==> config.mk <==
export PLATFORM = sky130hd
export DESIGN_NAME = fetch_sequencer_flat
export DESIGN_NICKNAME = d
export VERILOG_FILES = /design/src/rtl/fetch_sequencer_if.sv /design/src/rtl/fetch_sequencer.sv /design/src/flat_wrapper.sv
export SDC_FILE = /design/constraint.sdc
export NUM_CORES = 1
export LEC_CHECK = 0
export ABC_AREA = 1
export BUFFER_PORTS_ARGS = -buffer_cell sky130_fd_sc_hd__buf_2
export CAP_MARGIN = 30
export CORE_ASPECT_RATIO = 0.7
export CORE_UTILIZATION = 45
export CTS_BUF_LIST = sky130_fd_sc_hd__clkbuf_4 sky130_fd_sc_hd__clkbuf_8 sky130_fd_sc_hd__clkbuf_16
export CTS_CLUSTER_SIZE = 16
export DETAILED_ROUTE_END_ITERATION = 10
export PLACE_DENSITY_LB_ADDON = 0.12
export SLEW_MARGIN = 20
export SYNTH_ARGS = -nofsm -noshare
export SYNTH_HDL_FRONTEND = slang
export SYNTH_SLANG_ARGS = --single-unit
==> constraint.sdc <==
create_clock -name inp_clk -period 1.7 [get_ports inp_clk]
set_clock_uncertainty 0.05 [all_clocks]
set_input_delay 0.17 -clock inp_clk [delete_from_list [all_inputs] [get_ports inp_clk]]
set_output_delay 0.17 -clock inp_clk [all_outputs]
set_load 0.01 [all_outputs]
==> src/rtl/fetch_sequencer_if.sv <==
// Bundle of every non-clock signal between the fetch sequencer, the PC register,
// instruction memory, decode and branch resolution.
interface fetch_sequencer_if #(
  parameter int INSTR_W = 16
);
  logic [15:0]        inp_pcAddress;
  logic [15:0]        out_nextInstructionAddress;
  logic               out_ChangeAddress;
  logic               out_imemReq;
  logic [15:0]        out_imemAddr;
  logic               inp_imemAck;
  logic [INSTR_W-1:0] inp_imemData;
  logic [INSTR_W-1:0] out_instr;
  logic [15:0]        out_instrPc;
  logic               out_instrValid;
  logic               inp_decodeReady;
  logic               inp_branchTaken;
  logic [15:0]        inp_branchTarget;

  modport master (
    input  inp_pcAddress, inp_imemAck, inp_imemData, inp_decodeReady,
           inp_branchTaken, inp_branchTarget,
    output out_nextInstructionAddress, out_ChangeAddress, out_imemReq,
           out_imemAddr, out_instr, out_instrPc, out_instrValid
  );

  modport slave (
    output inp_pcAddress, inp_imemAck, inp_imemData, inp_decodeReady,
           inp_branchTaken, inp_branchTarget,
    input  out_nextInstructionAddress, out_ChangeAddress, out_imemReq,
           out_imemAddr, out_instr, out_instrPc, out_instrValid
  );
endinterface

==> src/rtl/fetch_sequencer.sv <==
// Instruction-fetch sequencer: steers the PC, fetches over a req/ack handshake
// and buffers {pc, instr} pairs in a 2-entry FIFO for decode.
module fetch_sequencer #(
  parameter logic [15:0] RESET_ADDR = 16'h0000,
  parameter int          INSTR_W    = 16
) (
  input  logic              inp_clk,
  input  logic              inp_rstn,
  fetch_sequencer_if.master bus
);

  typedef enum logic [1:0] {BOOT, FETCH, STALL, DROP} state_t;

  state_t             state_reg;
  logic [15:0]        held_addr_reg;
  logic [INSTR_W-1:0] instr_mem_reg [2];
  logic [15:0]        pc_mem_reg    [2];
  logic               wr_ptr_reg;
  logic               rd_ptr_reg;
  logic [1:0]         count_reg;

  logic        req;
  logic        ack;
  logic        redirect;
  logic        push;
  logic        pop;
  logic [1:0]  count_next;
  logic [15:0] target_even;

  assign req         = (state_reg == FETCH) || (state_reg == DROP);
  assign ack         = req && bus.inp_imemAck;
  assign redirect    = bus.inp_branchTaken && (state_reg != BOOT);
  assign pop         = (count_reg != 2'd0) && bus.inp_decodeReady;
  assign push        = (state_reg == FETCH) && ack && !redirect;
  assign count_next  = count_reg + {1'b0, push} - {1'b0, pop};
  assign target_even = bus.inp_branchTarget & 16'hFFFE;

  assign bus.out_imemReq    = req;
  assign bus.out_imemAddr   = (state_reg == DROP) ? held_addr_reg : bus.inp_pcAddress;
  assign bus.out_instrValid = (count_reg != 2'd0);
  assign bus.out_instr      = instr_mem_reg[rd_ptr_reg];
  assign bus.out_instrPc    = pc_mem_reg[rd_ptr_reg];

  // BOOT is also the reset state, so its PC load is gated until reset releases.
  always_comb begin
    bus.out_ChangeAddress          = 1'b0;
    bus.out_nextInstructionAddress = RESET_ADDR;
    if (state_reg == BOOT) begin
      bus.out_ChangeAddress = inp_rstn;
    end else if (redirect) begin
      bus.out_ChangeAddress          = 1'b1;
      bus.out_nextInstructionAddress = target_even;
    end else if ((state_reg == FETCH) && ack) begin
      bus.out_ChangeAddress          = 1'b1;
      bus.out_nextInstructionAddress = bus.inp_pcAddress + 16'd2;
    end
  end

  always_ff @(posedge inp_clk or negedge inp_rstn) begin
    if (!inp_rstn) begin
      state_reg     <= BOOT;
      held_addr_reg <= RESET_ADDR;
    end else begin
      if (state_reg == FETCH) begin
        held_addr_reg <= bus.inp_pcAddress;
      end
      case (state_reg)
        BOOT: state_reg <= FETCH;
        FETCH: begin
          // A redirect without ack leaves a request in flight that must be drained.
          if (redirect)
            state_reg <= ack ? FETCH : DROP;
          else if (push && (count_next == 2'd2) && !pop)
            state_reg <= STALL;
          else
            state_reg <= FETCH;
        end
        STALL: begin
          if (redirect || pop)
            state_reg <= FETCH;
        end
        DROP: begin
          if (ack)
            state_reg <= FETCH;
        end
        default: state_reg <= BOOT;
      endcase
    end
  end

  always_ff @(posedge inp_clk or negedge inp_rstn) begin
    if (!inp_rstn) begin
      count_reg  <= 2'd0;
      wr_ptr_reg <= 1'b0;
      rd_ptr_reg <= 1'b0;
    end else if (redirect) begin
      count_reg  <= 2'd0;
      wr_ptr_reg <= 1'b0;
      rd_ptr_reg <= 1'b0;
    end else begin
      count_reg <= count_next;
      if (push)
        wr_ptr_reg <= ~wr_ptr_reg;
      if (pop)
        rd_ptr_reg <= ~rd_ptr_reg;
    end
  end

  // Entry storage keeps stale contents across a flush; validity is tracked by count_reg.
  generate
    for (genvar gi = 0; gi < 2; gi++) begin : g_entry
      always_ff @(posedge inp_clk or negedge inp_rstn) begin
        if (!inp_rstn) begin
          instr_mem_reg[gi] <= '0;
          pc_mem_reg[gi]    <= 16'h0000;
        end else if (push && (wr_ptr_reg == 1'(gi))) begin
          instr_mem_reg[gi] <= bus.inp_imemData;
          pc_mem_reg[gi]    <= bus.inp_pcAddress;
        end
      end
    end
  endgenerate

endmodule

==> src/flat_wrapper.sv <==
// flat-port wrapper written by rule: the top's interface ports become plain ports
module fetch_sequencer_flat 
#(
  parameter logic [15:0] RESET_ADDR = 16'h0000,
  parameter int          INSTR_W    = 16
)
  (inp_clk, inp_rstn, bus_inp_pcAddress, bus_inp_imemAck, bus_inp_imemData, bus_inp_decodeReady, bus_inp_branchTaken, bus_inp_branchTarget, bus_out_nextInstructionAddress, bus_out_ChangeAddress, bus_out_imemReq, bus_out_imemAddr, bus_out_instr, bus_out_instrPc, bus_out_instrValid);
  fetch_sequencer_if #(.INSTR_W(INSTR_W)) bus_i ();
  input  logic inp_clk;
  input  logic inp_rstn;
  input wire logic [$bits(bus_i.inp_pcAddress)-1:0] bus_inp_pcAddress;
  input wire logic [$bits(bus_i.inp_imemAck)-1:0] bus_inp_imemAck;
  input wire logic [$bits(bus_i.inp_imemData)-1:0] bus_inp_imemData;
  input wire logic [$bits(bus_i.inp_decodeReady)-1:0] bus_inp_decodeReady;
  input wire logic [$bits(bus_i.inp_branchTaken)-1:0] bus_inp_branchTaken;
  input wire logic [$bits(bus_i.inp_branchTarget)-1:0] bus_inp_branchTarget;
  output wire logic [$bits(bus_i.out_nextInstructionAddress)-1:0] bus_out_nextInstructionAddress;
  output wire logic [$bits(bus_i.out_ChangeAddress)-1:0] bus_out_ChangeAddress;
  output wire logic [$bits(bus_i.out_imemReq)-1:0] bus_out_imemReq;
  output wire logic [$bits(bus_i.out_imemAddr)-1:0] bus_out_imemAddr;
  output wire logic [$bits(bus_i.out_instr)-1:0] bus_out_instr;
  output wire logic [$bits(bus_i.out_instrPc)-1:0] bus_out_instrPc;
  output wire logic [$bits(bus_i.out_instrValid)-1:0] bus_out_instrValid;
  assign bus_i.inp_pcAddress = bus_inp_pcAddress;
  assign bus_i.inp_imemAck = bus_inp_imemAck;
  assign bus_i.inp_imemData = bus_inp_imemData;
  assign bus_i.inp_decodeReady = bus_inp_decodeReady;
  assign bus_i.inp_branchTaken = bus_inp_branchTaken;
  assign bus_i.inp_branchTarget = bus_inp_branchTarget;
  assign bus_out_nextInstructionAddress = bus_i.out_nextInstructionAddress;
  assign bus_out_ChangeAddress = bus_i.out_ChangeAddress;
  assign bus_out_imemReq = bus_i.out_imemReq;
  assign bus_out_imemAddr = bus_i.out_imemAddr;
  assign bus_out_instr = bus_i.out_instr;
  assign bus_out_instrPc = bus_i.out_instrPc;
  assign bus_out_instrValid = bus_i.out_instrValid;
  fetch_sequencer #(.RESET_ADDR(RESET_ADDR), .INSTR_W(INSTR_W)) u_core (.inp_clk(inp_clk), .inp_rstn(inp_rstn), .bus(bus_i));
endmodule
==> flow_summary.toml, run 1 <==
[power]
leakage_nw = 3.42
p_per_area_nw_per_um2 = 1770
peakVddDrop_mv = 1.11

[clock_network]
clkTransAtPathRegs_ns = 0.06
insertion_delay_ns = 0.34
cts_tree = "yes"
cts_max_path_buffers = 2
cts_buffers = 9
cts_root_buf = "clkbuf_16"
clock-sinks = 86
ctsHtreeMaxLevel = 3

[critical_path]
critPathLaunchType = "flop"
worst_setup_path_end_kind = "primary output"
cp.arrival_ns = 1.70
crit_fanout = 5
crit_required_ns = 1.48
worst-setup-path-type = "flop to primary output"

[synthesis]
syn-cell-area_um2 = 4490
synth_flop_cell = "dfrtp_1"
synth_xor_area_frac = 0.00195
syn_area_per_cell_um2 = 7.70
ys_top_cells_by_count = "nand2_1, dfrtp_1, o21ai_0, inv_1, nor2_1"
synth_top_area_share = 0.479
ys_ff_latch = 86
synth_cell_types = 29
synthSimpleGateAreaFrac = 0.271
synth_edf_count = 0
synth_fa_ha_area_frac = 0.00835
synth_top_family_by_area = "simple AND/OR/NAND/NOR gates"
async_flop_share = 1.00
yosys.area.top_type = "dfrtp_1"
synth.most_common_cell = "nand2_1"
synthMuxAreaShare = 0
yosysWarnings = 0
syn_nets = 640
synthCells = 584
yosysSeqAreaShare = 0.479
synth-compound-area-share = 0.155
synth.area.top_cells = "dfrtp_1, nand2_1, o21ai_0, o21ai_2, inv_1"

[global_route]
gr-usage-met2 = 0.366
grt.busiest_layer = "met2"
grt.met1_usage = 0.310
met3_usage = 0.0605
grt_pass1_vias = 4037
grt_overflow = 0
antenna_found_initial = 0
grt_pass1_wl_um = 18900
grt_usage = 0.232
grt_max_degree = 87

[sta]
tightestPinTransition_ns = 0.463
fin_crit_ns = 1.92
grt_setup_unrepaired = "true"
slew_viol_final = 0
fmaxAchievable_ghz = 0.522
hold_slack_ns = 0.0426
relSlewSlack = 0.692
hold_viol = 0
fin_ws_ns = -0.215
post-route-period-util = 1.13
setup-violations-final = 87

[cells_and_area]
finish.utilization = 0.665
antenna_cells_inserted = 0
area_growth_pct = 43.3
drive_above_1_share = 0.410
fin_nets = 795

[floorplanning]
rows = 30
initial_core_util = 0.464
core_area_um2 = 9680
ios = 120
die_x_um = 121
die_y_um = 85.6
dieArea_um2 = 10400

[run_status]
status = "finished, violations left"
violations = "setup timing"

[drt]
initialDrtViolationCount = 299
wl_per_cell_um = 15.1
drt_pass1_iterations = 5
route.detailed.drc = 0
wl_um = 13200
drtAntennaViolNets = 0
vias = 4476
routed_via_density = 5.13

[placement]
io_buffers = 118
place_congestion = 0.879
dp_hpwl_um = 7750

[run]
maxCapViolCount = 0

[worst_hold_path]
hp-class = "input pin to flop"
## routing by layer
layer,up-vias,part of all wire
met2,153,0.48
met5,-,0
li1,2165,-
met3,20,0.059
met1,2138,0.45
met4,0,0.014
## path summary, 6_finish.rpt
path,startpoint,cells after the start,endpoint,slack (ns)
min in group asynchronous,inp_rstn,3,u_core.instr_mem_reg[11],0.43
setup reg to reg,u_core.state_reg[1],12,u_core.pc_mem_reg[7],-0.15
hold / removal,bus_inp_imemData[0],3,u_core.instr_mem_reg[16],0.04
setup / recovery,u_core.state_reg[1],9,bus_out_nextInstructionAddress[2],-0.22
hold reg to reg,u_core.instr_mem_reg[18],2,u_core.instr_mem_reg[18],0.44
max in group asynchronous,inp_rstn,3,u_core.state_reg[1],0.79
## kinds of logic (layout without fill, tap and decap cells)
group           Yosys count  in the layout
flops                    86             86
simple gates            297            298
xor+xnor                  1              1
buf+inv                  80            239
fa+ha+maj                 3              3
compound gates          117            117
## cell usage in the layout, fill, tap and decap left out, types with 4 or more instances in the layout
cell	Yosys	layout
buf_4	3	29
a21oi_1	21	18
buf_6	3	7
inv_2	1	8
bufinv_16	0	5
dfrtp_1	86	85
nand3_2	0	4
nand2_4	3	12
buf_2	6	117
o21ai_2	27	34
buf_12	0	6
nand2_1	225	184
clkbuf_16	0	16
nand3_1	16	12
nand2_2	11	42
o21ai_1	12	34
nor2_1	35	32
inv_1	47	39
o21ai_0	54	25
## area by class of cell
| class | count | area (µm²) |
|---|---|---|
| fill | 780 | 3240 |
| timing repair buffer | 172 | 1300 |
| tap | 128 | 160 |
| clock inverter | 7 | 160 |
| clock buffer | 9 | 225 |
| sequential | 86 | 2150 |
| multi-input combinational | 419 | 2240 |
| inverter | 51 | 201 |
## where the power goes
| group | leakage [nW] | internal [mW] | switching, mW |
|---|---|---|---|
| Sequential | 1.07 | 2.98 | 0.628 |
| Combinational | 2.16 | 2.33 | 2.96 |
| Clock | 0.189 | 1.73 | 0.794 |
| Total | 3.42 | 7.04 | 4.38 |
## repair_timing
item,CTS,global route
hold buffers,1,0
pin swaps,15,10
gates cloned,2,12
setup buffers,13,7
hold endpoints to repair,86,0
gates resized for setup,34,92
endpoints found under the setup margin,21,95
## critical path: stages (launching register included)
cell and delay, ns:
dfrtp_2 0.45, inv_2 0.06, nand2_2 0.08, nand2_4 0.09
nand2_8 0.09, inv_4 0.03, buf_6 0.12, buf_6 0.12
a22o_1 0.17, buf_2 0.13
## metrics by stage
step / total power [mW] / instance area (µm²) / std cells / setup WS, ns / TNS, ns
after CTS: 10.7 / 5940 / 854 / -0.169 / -2.19
final: 11.4 / 6440 / 872 / -0.215 / -9.75
after detailed placement: 7.90 / 5300 / 822 / -0.0878 / -0.110
after global routing: 12.2 / 6440 / 872 / -0.284 / -14.86
after global placement: 7.74 / 5300 / 822 / -0.0445 / -0.0445
after floorplan: 6.26 / 4520 / 584 / 0.00194 / 0
No activity file was read; power rests on OpenSTA's default activity.
==> inputs of run 2 (changes only) <==
--- a/config.mk
+++ b/config.mk
@@ -5,7 +5,6 @@
 export SDC_FILE = /design/constraint.sdc
 export NUM_CORES = 1
 export LEC_CHECK = 0
-export ABC_AREA = 1
 export BUFFER_PORTS_ARGS = -buffer_cell sky130_fd_sc_hd__buf_2
 export CAP_MARGIN = 30
 export CORE_ASPECT_RATIO = 0.7
==> run 2 against run 1 <==
Compared with the run above:
- the flow still finishes with violations (setup timing)
- global-route usage shrank 1.9 points
- sequential share of layout area is 2.3 points higher
- fmax is 1.9% higher
- first-iteration DRC count shrank 58%
- largest power group unchanged
- power decreased by 12%
- clock power down 15%
- synthesized area up 2.0%
- sequential power decreased by 3%
- largest cell class unchanged
- wire length fell by 19%
- final cell count decreased by 29%
- critical endpoint is now bus_out_imemAddr[4]
- final area decreased by 6.4%
==> flow_summary.toml, run 2 <==
[run_status]
status = "finished, violations left"
violations = "setup timing"

[sta]
relSlewSlack = 0.447
fmaxAchievable_ghz = 0.532
setup-violations-final = 98
fin_crit_ns = 1.88
grt_setup_unrepaired = "true"
fin_ws_ns = -0.180
hold_slack_ns = 0.0178
hold_viol = 0
post-route-period-util = 1.11
tightestPinTransition_ns = 0.829
slew_viol_final = 0

[synthesis]
ys_ff_latch = 86
synth.area.top_cells = "dfrtp_1, mux2_2, mux2_4, xnor2_1, nand2_1"
syn-cell-area_um2 = 4590
synth_edf_count = 0
synth.most_common_cell = "mux2_2"
async_flop_share = 1.00
synth_top_area_share = 0.469
synth_cell_types = 36
ys_top_cells_by_count = "mux2_2, dfrtp_1, mux2_4, nand2_1, o21ai_0"
syn_area_per_cell_um2 = 13.2
syn_nets = 403
synth_flop_cell = "dfrtp_1"
yosysWarnings = 0
yosys.area.top_type = "dfrtp_1"
yosysSeqAreaShare = 0.469
synthCells = 347

[floorplanning]
die_x_um = 123
die_y_um = 86.5
initial_core_util = 0.468
dieArea_um2 = 10600
core_area_um2 = 9800
ios = 120
rows = 30

[drt]
wl_per_cell_um = 17.2
drt_pass1_iterations = 4
routed_via_density = 5.15
initialDrtViolationCount = 125
wl_um = 10600
route.detailed.drc = 0
drtAntennaViolNets = 0
vias = 3186

[cells_and_area]
finish.utilization = 0.616
final_common_cell = "buf_2"
drive_above_1_share = 0.658
fin_nets = 542
final_cell_mix = "buf_2, mux2_2, dfrtp_1, mux2_4, nand2_1"
area_growth_pct = 31.5
fin_cells = 619
antenna_cells_inserted = 0

[global_route]
grt_pass1_wl_um = 16700
grt_overflow = 0
grt_pass1_vias = 3243
grt_usage = 0.214
antenna_found_initial = 0
grt_max_degree = 87

[power]
peakVddDrop_mv = 0.827
leakage_nw = 2.81
p_int_mw = 6.88
seq_power_share = 0.347
combPwrFrac = 0.441
fin_total_pwr_mw = 10.0
p_per_area_nw_per_um2 = 1660
swShare = 0.315
power_frac_clock = 0.212
p_sw_mw = 3.16

[clock_network]
cts_root_buf = "clkbuf_16"
cts_max_path_buffers = 2
insertion_delay_ns = 0.34
ctsHtreeMaxLevel = 3
cts_tree = "yes"
clock-sinks = 86
clkTransAtPathRegs_ns = 0.06
cts_buffers = 9

[critical_path]
ff2ff_setup_slack_ns = -0.12
crit_required_ns = 1.48
crit_fanout = 8
cp.arrival_ns = 1.66
rr_startpoint = "u_core.count_reg[1]"
rr_worst_depth = 9
cp-endpoint = "bus_out_imemAddr[4]"
r2r-end = "u_core.state_reg[0]"
worst-setup-path-type = "flop to primary output"
critPathLaunchType = "flop"
worst_setup_path_end_kind = "primary output"
crit_start = "u_core.state_reg[0]"

[placement]
place_congestion = 0.712
dp_cells = 589
io_buffers = 118
dp_hpwl_um = 6780

[worst_hold_path]
hp-class = "input pin to flop"
hold_start = "bus_inp_imemData[0]"

[run]
maxCapViolCount = 0
## run 2: cell types whose count changed after synthesis, sizes merged, moves of 19 or more
cell / before / now
inv: 49 / 6
a21oi: 21 / 2
nor2: 36 / 13
mux2: 0 / 126
o21ai: 93 / 17
nand2: 240 / 24
## run 2: area by class of cell
class / instances / area, µm²
Clock buffer: 10 / 233
Clock inverter: 6 / 92.6
Fill cell: 785 / 3770
Inverter: 7 / 43.8
Multi-Input combinational cell: 232 / 2370
Sequential cell: 86 / 2150
Tap cell: 128 / 160
Timing Repair Buffer: 150 / 978
## run 2: repair_timing
| item | in CTS | in global routing |
|---|---|---|
| cloned | 3 | 2 |
| pin swaps | 14 | 4 |
| gates resized for setup | 26 | 22 |
| hold endpoints to repair | 86 | 0 |
| setup endpoints to repair | 67 | 105 |
| hold buffers | 1 | 0 |
| setup buffers | 6 | 4 |
## run 2: worst max-delay path: stages (launching register included)
cell       delay (ns)
dfrtp_1          0.39
buf_6            0.15
nand2_2          0.13
clkbuf_16        0.18
mux2_2           0.33
buf_2            0.14
## run 2: power groups by stage
stage               clock, mW  combinational, mW  sequential, mW
detailed placement          0               4.20            3.48
CTS                      2.18               4.35            3.48
finish                   2.13               4.42            3.49
global route             2.27               4.78            3.60
floorplan                   0               2.93            3.32
global placement            0               4.15            3.42
## run 2: per-stage QoR
stage | setup WS [ns] | instance area, µm² | setup TNS [ns]
2_1_floorplan | -0.103 | 4620 | -0.202
3_3_place_gp | -0.164 | 5390 | -1.59
3_5_place_dp | -0.178 | 5400 | -0.907
4_1_cts | -0.214 | 5920 | -9.73
5_1_grt | -0.249 | 6030 | -13.90
6_report | -0.180 | 6030 | -7.73
## run 2: logic make-up after synthesis
logic type / count (synthesis) / synth area share
DFF: 86 / 0.469
xor gates and xnor gates: 15 / 0.0317
muxes: 126 / 0.334
AOI/OAI and AO/OA: 22 / 0.0262
buffers and inverters: 32 / 0.0494
adders and majority gates: 3 / 0.00819
and+or+nand+nor: 63 / 0.0813
## run 2: layer usage
metal | wire [µm] | global-route usage | vias up
li1 | - | - | 1509
met1 | 5000 | 0.287 | 1571
met2 | 4940 | 0.336 | 92
met3 | 555 | 0.0612 | 14
met4 | 138 | 0.0632 | 0
met5 | 0 | 0 | -
## run 2: how the worst min path moves through the flow
| stage | end | slack, ns | depth (start not counted) |
|---|---|---|---|
| global route | u_core.instr_mem_reg[6] | 0.01 | 2 |
| global placement | u_core.instr_mem_reg[25] | 0.24 | 2 |
| finish | u_core.instr_mem_reg[16] | 0.02 | 2 |
| floorplan | u_core.count_reg[0] | -0.18 | 0 |
| detailed placement | u_core.instr_mem_reg[25] | 0.23 | 2 |
| CTS | u_core.instr_mem_reg[16] | 0.007 | 2 |
